File: src/rtl/amba_apb_read_slave.sv
// APB read-only slave front end: masked register read, wait states, timeout.
// Optional timeout counter enabled by `define AMBA_READ_TIMEOUT_EN.
module amba_apb_read_slave #(
  parameter int WAIT_STATES    = 0,
  parameter int TIMEOUT_CYCLES = 16,
  parameter int CNT_W          = 8
) (
  input  logic        PCLK,
  input  logic        PRESET,
  input  logic [31:0] PADDR,
  input  logic        PWRITE,
  input  logic        PENABLE,
  input  logic [31:0] RegisterData,
  output logic [31:0] PRDATA,
  output logic        PREADY,
  output logic        PSLVERR
);

  localparam logic [1:0] S_IDLE   = 2'd0;
  localparam logic [1:0] S_SETUP  = 2'd1;
  localparam logic [1:0] S_ACCESS = 2'd2;
  localparam logic [1:0] S_HOLD   = 2'd3;

  logic [1:0]       r_state;
  logic [CNT_W-1:0] r_wait;
  logic [31:0]      r_prdata;
  logic             r_pready;
  logic             r_pslverr;

  logic [1:0] w_nxt;
  logic       w_ok;
  logic       w_err;
  logic       w_clr;
  logic       w_wait_done;
  logic       w_tmo_hit;

  assign w_wait_done = (r_wait == CNT_W'(WAIT_STATES));

`ifdef AMBA_READ_TIMEOUT_EN
  logic [CNT_W-1:0] r_tmo;

  // Counts every cycle spent in SETUP or ACCESS of the current transfer.
  always_ff @(posedge PCLK) begin
    if (PRESET || w_clr) begin
      r_tmo <= '0;
    end else if (r_state == S_SETUP || r_state == S_ACCESS) begin
      r_tmo <= r_tmo + 1'b1;
    end
  end

  // Hit on the last allowed cycle so the error lands after TIMEOUT_CYCLES.
  assign w_tmo_hit = (r_tmo == CNT_W'(TIMEOUT_CYCLES - 1));
`else
  assign w_tmo_hit = 1'b0;
`endif

  // Next state and response selection; master aborts beat timeout, timeout beats completion.
  always_comb begin
    w_nxt = r_state;
    w_ok  = 1'b0;
    w_err = 1'b0;
    w_clr = 1'b0;
    unique case (r_state)
      S_IDLE: begin
        if (!PWRITE) begin
          if (PENABLE) begin
            w_err = 1'b1;
            w_nxt = S_HOLD;
          end else begin
            w_clr = 1'b1;
            w_nxt = S_SETUP;
          end
        end
      end
      S_SETUP: begin
        if (PWRITE) begin
          w_nxt = S_IDLE;
        end else if (w_tmo_hit) begin
          w_err = 1'b1;
          w_nxt = S_HOLD;
        end else if (PENABLE) begin
          w_nxt = S_ACCESS;
        end
      end
      S_ACCESS: begin
        if (PWRITE || !PENABLE) begin
          w_nxt = S_IDLE;
        end else if (w_tmo_hit) begin
          w_err = 1'b1;
          w_nxt = S_HOLD;
        end else if (w_wait_done) begin
          w_ok  = 1'b1;
          w_nxt = S_HOLD;
        end
      end
      S_HOLD: begin
        if (PWRITE) begin
          w_nxt = S_IDLE;
        end else if (!PENABLE) begin
          w_clr = 1'b1;
          w_nxt = S_SETUP;
        end
      end
      default: w_nxt = S_IDLE;
    endcase
  end

  // Wait counter advances only while in ACCESS; cleared on each new transfer.
  always_ff @(posedge PCLK) begin
    if (PRESET || w_clr) begin
      r_wait <= '0;
    end else if (r_state == S_ACCESS) begin
      r_wait <= r_wait + 1'b1;
    end
  end

  // State and registered outputs; PREADY/PSLVERR are one-cycle pulses.
  always_ff @(posedge PCLK) begin
    if (PRESET) begin
      r_state   <= S_IDLE;
      r_prdata  <= '0;
      r_pready  <= 1'b0;
      r_pslverr <= 1'b0;
    end else begin
      r_state   <= w_nxt;
      r_pready  <= w_ok | w_err;
      r_pslverr <= w_err;
      if (w_ok) begin
        r_prdata <= RegisterData & PADDR;
      end else if (w_err) begin
        r_prdata <= '0;
      end
    end
  end

  assign PRDATA  = r_prdata;
  assign PREADY  = r_pready;
  assign PSLVERR = r_pslverr;

endmodule

File: config.mk
export PLATFORM = sky130hd
export DESIGN_NAME = amba_apb_read_slave
export DESIGN_NICKNAME = d
export VERILOG_FILES = /design/src/rtl/amba_apb_read_slave.sv
export SDC_FILE = /design/constraint.sdc
export NUM_CORES = 1
export LEC_CHECK = 0
export CAP_MARGIN = 20
export CORE_ASPECT_RATIO = 0.5
export CORE_MARGIN = 2
export CORE_UTILIZATION = 40
export DETAILED_ROUTE_END_ITERATION = 10
export GPL_ROUTABILITY_DRIVEN = 0
export PLACE_DENSITY_LB_ADDON = 0.1
export SYNTH_ARGS = -nofsm -noshare
export SYNTH_HDL_FRONTEND = slang
export SYNTH_SLANG_ARGS = --single-unit
File: constraint.sdc
create_clock -name PCLK -period 4.9 [get_ports PCLK]
set_clock_uncertainty 0.15 [all_clocks]
set_input_delay 0.49 -clock PCLK [delete_from_list [all_inputs] [get_ports PCLK]]
set_output_delay 0.49 -clock PCLK [all_outputs]
set_load 0.01 [all_outputs]
==> reports/results.md <==
Worst hold path
* **end of the worst hold path** PRDATA[31]
* **path category of the worst min-delay check** flip-flop to flip-flop
* **WHS Path Cells** 1
* **startpoint of the most critical hold path** PRDATA[31]

CTS
* **cts repair resizes** 0
* **later-pin clock latency in the skew report** 290 ps
* **clock transition time at the flip-flop clock pins of the worst setup and hold paths** 80 ps
* **hold buffers post-CTS** 0
* **number of setup buffers added after CTS** 0
* **cts bufs inserted** 5
* **maximum level of the CTS H-tree** 2
* **CTS tree** built
* **clock tree root buffer cell** sky130_fd_sc_hd__clkbuf_8
* **buffer depth of the longest clock path** 2
* **number of clock sinks** 44

Logic synthesis
* **Main synth FF type** sky130_fd_sc_hd__dfxtp_1
* **area share of the largest cell type after synthesis** 0.5109
* **area fraction in compound gates after synthesis** 0.2482
* **post-synthesis instance area** 1724 um^2
* **portion of netlist area occupied by mux cells** 0.01161
* **XOR/XNOR Fraction of Synth Area** 0.02540
* **area leader, netlist** sky130_fd_sc_hd__dfxtp_1
* **ys async rst share** 0
* **post-synthesis simple-gate area fraction** 0.1001
* **net count after synthesis** 222
* **total of warnings raised by yosys** 0
* **post-synthesis adder-cell area fraction** 0.05080
* **number of synthesized flops with an enable pin** 0
* **Synth cell types** 30
* **synthesized area divided by synthesized cell count** 11.73 um^2
* **sequential-to-total area share from yosys stat** 0.5109
* **most numerous cell in the Yosys netlist** sky130_fd_sc_hd__dfxtp_1
* **number of synthesized register bits** 44
* **leading cell types by count after synthesis** sky130_fd_sc_hd__dfxtp_1 (44), sky130_fd_sc_hd__a32o_1 (32), sky130_fd_sc_hd__ha_1 (7), sky130_fd_sc_hd__o21ai_0 (7)
* **Cells after Synth** 147
* **combinational family with the most area after synthesis** compound AO/OA/AOI/OAI gates
* **dominant cells by area after synthesis** sky130_fd_sc_hd__dfxtp_1 (51%), sky130_fd_sc_hd__a32o_1 (19%), sky130_fd_sc_hd__ha_1 (5.1%)

Floorplanning
* **number of placed I/O pins** 102
* **placeable core region** 4024 um^2
* **Die Y-Extent** 50.43 um
* **width of the die** 96.85 um
* **effective utilization at floorplan** 0.4285
* **Rows** 16
* **area of the die** 4884 um^2

Detailed routing
* **number of detailed-routing iterations run before antenna repair** 4
* **Post-DRT Antenna Nets** 0
* **count of unresolved DRC violations after routing** 0
* **first-iteration detailed-routing DRC count** 68
* **routed via count** 1582
* **Avg Vias per Cell** 5.221
* **drt wl/cell** 15.86 um
* **overall routed net length** 4807 um

Timing
* **setup repair after global routing missed its margin** false
* **final period demand of the worst path** 2176 ps
* **total setup violations reported at the end of the flow** 0
* **smallest setup slack after layout** 2724 ps
* **hold violation count in the final report** 0
* **upper clock frequency limit** 459.6 MHz
* **Max-Slew Margin vs Limit** 0.2848
* **fin crit share** 0.4440
* **Slew Viols, Final** 0
* **Worst Max-Slew Pin Slew** 1064 ps
* **total negative slack for setup checks** 0 ps

Cells and area
* **proportion of layout cells with a drive suffix above 1** 0.05221
* **post-synthesis to final-layout area growth** 66.26%
* **Final #Nets** 324
* **final standard cell count with taps included and fillers excluded** 303
* **area of the multi-input gates** 752.0 um^2
* **final core occ** 0.7124
* **sequential standard cell area** 880.8 um^2
* **final-layout fill cell count** 327
* **Antenna diodes** 0

Placed design
* **placed cells** 296
* **Setup WS pre-CTS** 2439 ps
* **estimated wirelength of the detail-placed design** 3492 um
* **# port buffers** 101

Worst setup path
* **worst setup path class** flip-flop to flip-flop
* **worst reg2reg endpoint** PRDATA[6]
* **register-to-register setup slack** 2720 ps
* **element type at the critical path end** flip-flop
* **maximum net fanout on the critical path** 32
* **Worst Reg-to-Reg Cells** 5
* **Required @ worst endpoint** 4980 ps
* **nature of the critical path startpoint** flip-flop
* **worst r2r src** r_state[0]
* **critical path data arrival time** 2260 ps

Power and ir drop
* **internal power of the cells** 693.1 uW
* **leakage power figure** 0.001033 uW
* **share of power burned in the clock network** 0.350
* **net switching power** 231.6 uW
* **power per unit of standard cell area** 322.6 nW/um^2
* **largest voltage drop on the vdd net** 246.1 uV
* **switching portion of total power** 0.2505
* **part of the power in registers** 0.420
* **part of the total power dissipated in combinational logic** 0.231

GRT
* **number of global-route vias before repair** 1486
* **Congestion Overflow GR** 0
* **maximum number of pins on one net before global-route repair** 33
* **number of antenna violations at the first check in global routing** 0
* **total routing resource utilization after global routing** 0.1973
* **wire length of the first global-routing pass** 7679 um

Job
* **maxcap violations** 0

Status
* **outcome** finished clean

kinds of logic after synthesis:
kind of cell | after synthesis
fa+ha+maj | 7
xor+xnor | 5
simple gates | 28
mux | 2
flops | 44
buf+inv | 12
compound gates | 49
sequential cells by signal, summed over array words and instances, names as in the netlist:
name	cells
r_state	2
PRDATA	32
PREADY	1
r_wait	8
PSLVERR	1
placed cells by master, fill, tap and decap left out, drive strengths merged, types with 3 or more instances in the layout:
cell	synthesis	final
inv	5	5
clkbuf	0	5
dfxtp	44	44
xor2	3	3
nand3	3	3
a21oi	5	5
o21ai	7	7
clkdlybuf4s50	0	101
nand2	5	5
ha	7	7
a32o	32	32
nor2	7	7
power groups by stage:
| stage | clock network [uW] | logic [uW] | registers (uW) |
|---|---|---|---|
| 6_report | 323 | 213 | 388 |
| 2_1_floorplan | 0 | 117 | 399 |
| 3_5_place_dp | 0 | 208 | 397 |
| 5_1_grt | 346 | 230 | 391 |
| 3_3_place_gp | 0 | 206 | 396 |
| 4_1_cts | 329 | 212 | 388 |
worst max path at each step:
stage | startpoint | to | slack (ps)
after floorplan | r_wait[0] | PRDATA[0] | 3200
after global placement | PWRITE | PRDATA[22] | 2470
after detailed placement | PWRITE | PRDATA[25] | 2440
after CTS | r_state[0] | PRDATA[25] | 2730
after global routing | r_state[0] | PRDATA[14] | 2550
final | r_state[0] | PRDATA[6] | 2720
cell type report:
class / instances / share of cell area
Timing Repair Buffer: 102 / 0.3553
Sequential cell: 44 / 0.3073
Multi-Input combinational cell: 91 / 0.2623
Clock buffer: 5 / 0.02401
Tap cell: 54 / 0.02357
Clock inverter: 2 / 0.02095
Inverter: 5 / 0.006547
critical path: stages, from the launching register on:
cell	delay, ps
sky130_fd_sc_hd__dfxtp_1	330
sky130_fd_sc_hd__inv_1	130
sky130_fd_sc_hd__ha_1	440
sky130_fd_sc_hd__nand3_2	170
sky130_fd_sc_hd__nor2_4	630
sky130_fd_sc_hd__a32o_1	270
per-stage QoR:
step                hold WS [ps]  power, uW  instance area (um^2)
global route               332.1      967.4                  2867
global placement           295.8      601.9                  2738
detailed placement         302.7      605.2                  2738
floorplan                  335.8      516.6                  1724
CTS                        322.8      929.4                  2867
finish                     319.3      924.7                  2867
layer usage:
layer | GRT usage | vias to the layer above | routed length [um]
li1 | - | 772 | -
met1 | 0.2506 | 753 | 2230
met2 | 0.3391 | 53 | 2293
met3 | 0.05710 | 4 | 259
met4 | 0.04225 | 0 | 23
met5 | 0 | - | 0
No activity file was read; power rests on OpenSTA's default activity.
